`config.mk`:
```
export PLATFORM = sky130hd
export DESIGN_NAME = instr_encoder
export DESIGN_NICKNAME = d
export VERILOG_FILES = /design/src/rtl/instr_encoder.sv
export SDC_FILE = /design/constraint.sdc
export NUM_CORES = 1
export LEC_CHECK = 0
export ABC_AREA = 0
export CAP_MARGIN = 40
export CORE_MARGIN = 2
export CORE_UTILIZATION = 39
export DETAILED_ROUTE_END_ITERATION = 16
export HOLD_SLACK_MARGIN = 0.12
export PLACE_DENSITY = 0.77
export SLEW_MARGIN = 20
export SYNTH_ARGS = -nofsm -noshare
export SYNTH_HDL_FRONTEND = slang
export SYNTH_SLANG_ARGS = --single-unit
```
`constraint.sdc`:
```
create_clock -name clk -period 1.6 [get_ports clk]
set_input_delay 0.16 -clock clk [delete_from_list [all_inputs] [get_ports clk]]
set_output_delay 0.16 -clock clk [all_outputs]
set_load 0.02 [all_outputs]
```
`src/rtl/instr_encoder.sv`:
```
// rtl/instr_encoder.sv - RV32I instruction encoder that writes encoded words into instruction memory
module instr_encoder #(
  parameter int CNT_W = 16
) (
  input  logic             clk,
  input  logic             rst_n,
  input  logic             start,
  input  logic [31:0]      base_addr,
  input  logic             in_valid,
  output logic             in_ready,
  input  logic [1:0]       op_sel,
  input  logic [4:0]       rd,
  input  logic [4:0]       rs1,
  input  logic [4:0]       rs2,
  input  logic [31:0]      imm,
  output logic             mem_req,
  output logic [31:0]      mem_addr,
  output logic [31:0]      mem_wdata,
  input  logic             mem_ack,
  output logic             err,
  output logic [CNT_W-1:0] count
);

  localparam logic [0:0] IDLE  = 1'b0;
  localparam logic [0:0] WRITE = 1'b1;

  localparam logic [1:0] OP_ADDI = 2'd0;
  localparam logic [1:0] OP_SW   = 2'd1;
  localparam logic [1:0] OP_LW   = 2'd2;
  localparam logic [1:0] OP_JALR = 2'd3;

  logic [0:0]       state_q, state_d;
  logic             req_q, req_d;
  logic [31:0]      addr_q, addr_d;
  logic [31:0]      wdata_q, wdata_d;
  logic [CNT_W-1:0] count_q, count_d;
  logic             err_q, err_d;

  logic [31:0] enc_word;
  logic        imm_oor;

  // Only the low 12 bits fit an I/S-type immediate; anything above is out of range.
  assign imm_oor = |imm[31:12];

  // Fields are only taken while idle; start steals the cycle, and reset blocks acceptance.
  assign in_ready = (state_q == IDLE) && !start && rst_n;

  // Combinational instruction encoding; fields a format does not use are simply not wired in.
  always_comb begin
    enc_word = '0;
    case (op_sel)
      OP_ADDI: enc_word = {imm[11:0], rs1, 3'b000, rd, 7'b0010011};
      OP_SW:   enc_word = {imm[11:5], rs2, rs1, 3'b010, imm[4:0], 7'b0100011};
      OP_LW:   enc_word = {imm[11:0], rs1, 3'b010, rd, 7'b0000011};
      OP_JALR: enc_word = {imm[11:0], rs1, 3'b000, rd, 7'b1100111};
      default: enc_word = '0;
    endcase
  end

  // Next-state logic: IDLE handles start/accept/range error, WRITE waits for the memory ack.
  always_comb begin
    state_d = state_q;
    req_d   = req_q;
    addr_d  = addr_q;
    wdata_d = wdata_q;
    count_d = count_q;
    err_d   = err_q;
    if (state_q == IDLE) begin
      if (start) begin
        addr_d  = base_addr;
        count_d = '0;
        err_d   = 1'b0;
      end else if (in_valid) begin
        if (imm_oor) begin
          err_d = 1'b1;
        end else begin
          wdata_d = enc_word;
          req_d   = 1'b1;
          state_d = WRITE;
        end
      end
    end else begin
      // Request, address and data stay frozen until the ack arrives; start is ignored here.
      if (mem_ack) begin
        req_d   = 1'b0;
        addr_d  = addr_q + 32'd4;
        count_d = count_q + {{(CNT_W-1){1'b0}}, 1'b1};
        state_d = IDLE;
      end
    end
  end

  // State registers with synchronous active-low reset; a reset mid-write drops the write uncounted.
  always_ff @(posedge clk) begin
    if (!rst_n) begin
      state_q <= IDLE;
      req_q   <= 1'b0;
      addr_q  <= '0;
      wdata_q <= '0;
      count_q <= '0;
      err_q   <= 1'b0;
    end else begin
      state_q <= state_d;
      req_q   <= req_d;
      addr_q  <= addr_d;
      wdata_q <= wdata_d;
      count_q <= count_d;
      err_q   <= err_d;
    end
  end

  assign mem_req   = req_q;
  assign mem_addr  = addr_q;
  assign mem_wdata = wdata_q;
  assign err       = err_q;
  assign count     = count_q;

endmodule
```
# ---- After elaboration in Yosys (flattened, before gate mapping)
# Cells that the tools add are included.
dict set report totals {
  out_inout_bits 83
  register_bits 83
  in_bits 86
  wordCells 50
}
dict set report classes {
  eq_ne 6
  reduce_logical 13
  n_mux 20
  bitwise_logic 3
  n_addsub 2
}
# cell n
set ops {}
lappend ops {{$pmux 32 s4} 1}
lappend ops {{$mux 32} 3}
lappend ops {{$mux 16} 3}
lappend ops {{$add 32x3->32 const B} 1}
lappend ops {{$reduce_or 20->1} 1}
lappend ops {{$add 16x1->16 const B} 1}
lappend ops {{$mux 1} 13}
lappend ops {{$reduce_and 4->1} 2}
lappend ops {{$reduce_bool 2->1} 4}
lappend ops {{$eq 2x2->1 const B} 2}
lappend ops {{$ne 2x2->1 const B} 2}
lappend ops {{$not 1->1} 3}
lappend ops {{$reduce_and 3->1} 1}
lappend ops {{$eq 2x1->1 const B} 1}
lappend ops {{$logic_and 1x1->1} 2}
lappend ops {{$logic_not 2->1} 1}
lappend ops {{$ne 2x1->1 const B} 1}
lappend ops {{$reduce_and 2->1} 1}
lappend ops {{$logic_not 1->1} 1}

# ---- Longest topological paths before layout
dict set report depth {
  word_depth 5
  depth_mapped 8
  ltp_nobuf 6
}

# ---- Worst setup path after synthesis
# OpenSTA, ideal clock, no wires.
dict set report synth_path {
  path_type {reg2reg}
  from {reg addr_q[2] (netlist: mem_addr[2])}
  to {reg addr_q[20] (netlist: mem_addr[20])}
  arrival_time_ps 1793
  setup_time_ps 122
  path_buffers 0
  synth_period_minus_slack_ps 1914
  setup_slack_ps -314
  path_stages_with_launch 7
  required_ps 1478
  path_cell_list {dfxtp_1 ha_1 nand4_1 or3_4 nor3_4 mux2i_1 o21ai_0}
}
dict set report synth_between {
  elab_chain_cells 3
}
# element line_no
set synth_lines {}
lappend synth_lines {{from (decl)} 34} ;# logic [31:0] addr_q, addr_d;
lappend synth_lines {{from (signal assigned)} 105} ;# addr_q <= addr_d;
lappend synth_lines {{$add 32x3->32} 86} ;# addr_d = addr_q + 32'd4;
lappend synth_lines {{$mux 32} 84} ;# if (mem_ack) begin
lappend synth_lines {{$mux 32} 68} ;# if (state_q == IDLE) begin
# Every way passes these cells. The select of a mux whose other input is x is not followed.
# A chain may end at the register's enable or synchronous reset.

# ---- Final worst setup path
# Same ends and word-level chain as after synthesis.

==> results.tsv <==
stage	metric	value	unit
yosys	syn_area_per_cell	8.06	sq um
placed_design	DP HPWL	10400	microns
clock_tree	H-tree levels	3	
floorplan	die height	105	microns
floorplan	FP Rows	36	
clock_tree	insertion delay to the later sink of the worst-skew pair	350	ps
status	failing checks	negative setup slack	
global_routing	largest net degree at the start of global routing	69	
global_routing	initial antenna violation count	0	
placed_design	I/O Buffers	165	
routing	WL/cell	16.3	microns
clock_tree	Clock Tree Root	clkbuf_8	
routing	final WL	14200	microns
timing	fmax	580	MHz
timing	Final Hold Violating Endpoints	0	
yosys	Syn Std Cell Area	3990	sq um
global_routing	GRT Overall Usage	24.4	%
yosys	EDFF count, synth	0	
floorplan	die width	105	microns
yosys	main flop type after synthesis	dfxtp_1	
yosys	FF+latch count, synth	78	
global_routing	global-route wire length before repair	21900	microns
floorplan	# IOs	169	
setup_path	CP max stage delay	470	ps
clock_tree	CTS Sinks	78	
global_routing	vias in the first global route	4629	
setup_path	slowest CP cell	or3_4	
timing	crit path time final	1720	ps
clock_tree	Hold Buf Count CTS	0	
timing	fin crit share	108	%
routing	via/cell ratio	5.43	
clock_tree	number of buffers created by CTS	9	
final_layout	most frequent cells in the layout	clkdlybuf4s50_1 (132), buf_4 (84), dfxtp_1 (61)	
status	status	complete, but fails checks	
setup_path	worst endpoint required time	1850	ps
routing	Starting DRT DRC Count	250	
setup_path	worst setup path class	reg -> reg	
placed_design	GP Congestion	0.941	
final_layout	commonest non-fill, non-tap cell in the layout	clkdlybuf4s50_1	
yosys	register area share after synthesis	39.2	%
routing	DRC viols	0	
final_layout	layout cells sized above 1	22.0	%
timing	RSZ-0062 raised after global routing	true	
power	pwr dens	634	nW/um^2
yosys	cells after synthesis	495	
floorplan	core area	9860	sq um
final_layout	Core Util, Final	69.6	%
clock_tree	CTS tree	built	
setup_path	Critical Path Source Type	flop	
power	LEAKAGE	2.91	nW
yosys	Synth warnings	0	
timing	setup TNS	-479	ps
global_routing	total gr overflow	0	
clock_tree	Max Root-Sink Buffers	2	
timing	Final setup viols	9	
setup_path	CP cell instances	ha_4 -> nand4_1 -> or3_4 -> nor3_4 -> mux2i_1 -> o21ai_1	
yosys	Async S/R FF share, synth	0	%
routing	vias	4720	
flow_run	number of max-cap violations	0	
final_layout	Final Net Count	824	
floorplan	Total Die Area	11000	sq um
setup_path	crit path DAT	1970	ps
floorplan	Starting Density	40.4	%
clock_tree	Clock transition at path regs	90	ps
timing	skew final	14.2	ps
yosys	post-synthesis cell type count	52	
timing	pins over their slew limit	0	
routing	post-route ant nets	0	
hold_path	class of the worst hold path	in -> reg	
timing	Setup WS post-layout	-124	ps
setup_path	crit path capture type	flop	
routing	1st-pass router iterations	6	
final_layout	Area Growth Syn to Fin	72.2	%
final_layout	fillers	783	
setup_path	CP Max Fanout	4	
power	Max IR drop VDD	0.391	mV
placed_design	pre-CTS setup slack	-329	ps
## logic make-up (layout without fill, tap and decap cells)
group	after synthesis	in the layout	synth area share [%]
flip-flops	78	78	39.2
adder cells (fa/ha/maj)	7	7	2.20
AO/OA/AOI/OAI	124	124	20.3
multiplexers	6	6	1.57
buffers and inverters	47	286	5.55
other	1	4	0.0940
XOR/XNOR	14	14	3.08
AND/OR/NAND/NOR	218	218	28.1
## where the power goes
group / internal (mW) / leakage, nW / switching, mW
Clock: 0.735 / 0.0938 / 0.789
Sequential: 1.99 / 0.643 / 0.0405
Combinational: 0.437 / 2.17 / 0.364
## worst paths after layout
kind	start	endpoint	slack [ps]	depth (start not counted)
hold reg to reg	mem_addr[17]	mem_addr[17]	460	1
hold / removal	rst_n	mem_addr[10]	160	3
setup reg to reg	mem_addr[2]	mem_addr[20]	-120	6
setup / recovery	mem_addr[2]	mem_addr[20]	-120	6
## through the flow
stage / instance area, sq um / std cells / total power [mW] / hold slack, ps
2_1_floorplan: 4040 / 497 / 2.37 / 290
3_3_place_gp: 6400 / 849 / 2.85 / 432
3_5_place_dp: 6400 / 849 / 2.87 / 450
4_1_cts: 6630 / 865 / 4.36 / 144
5_1_grt: 6870 / 869 / 4.52 / 189
6_report: 6870 / 870 / 4.35 / 161
## flip-flops by register name, indices dropped and copies added, names as in the netlist
name       flops
err            1
mem_wdata     27
count         16
mem_req        1
mem_addr      32
state_q        1
## critical path: cells and delay by family, from the launching register on
kind / cells / cell delay [ps]
AO/OA/AOI/OAI: 1 / 70
adder cells (fa/ha/maj): 1 / 130
flip-flops: 1 / 380
multiplexers: 1 / 220
AND/OR/NAND/NOR: 3 / 830
## Yosys cell counts (10+ instances only)
library cell	count	area, sq um
a211oi_1	17	128
a21oi_1	16	80.1
a22oi_1	11	82.6
and3_1	10	62.6
clkbuf_1	20	75.1
dfxtp_1	78	1560
inv_1	10	37.5
nand2_1	54	203
nand3_1	41	205
nand4_1	10	62.6
nor2_1	45	169
nor3_1	10	50.1
nor4_1	13	81.3
o21ai_0	43	215
## cell type report
class	instances	area, sq um	share of cell area [%]
clock buffer	10	128	1.86
sequential	78	1600	23.3
multi-input combinational	372	2370	34.6
antenna	1	2.50	0.0364
clock inverter	6	68.8	1.00
tap	133	166	2.42
timing repair buffer	260	2490	36.2
inverter	10	37.5	0.547
## what timing repair did
action,in CTS,in global routing
gates cloned,0,3
gates resized for setup,30,54
pin swaps,4,20
buffers inserted,0,2
setup endpoints to repair,35,79
## metal layers
layer,share of wire (%),vias to the layer above,GRT usage (%),routed length (microns)
met3,7.7,26,4.80,1090
met1,40,2209,29.5,5700
met4,1.9,0,10.5,264
met2,50,206,42.2,7150
li1,-,2279,-,-
met5,0,-,0,0
(Power assumes the default switching activity.)
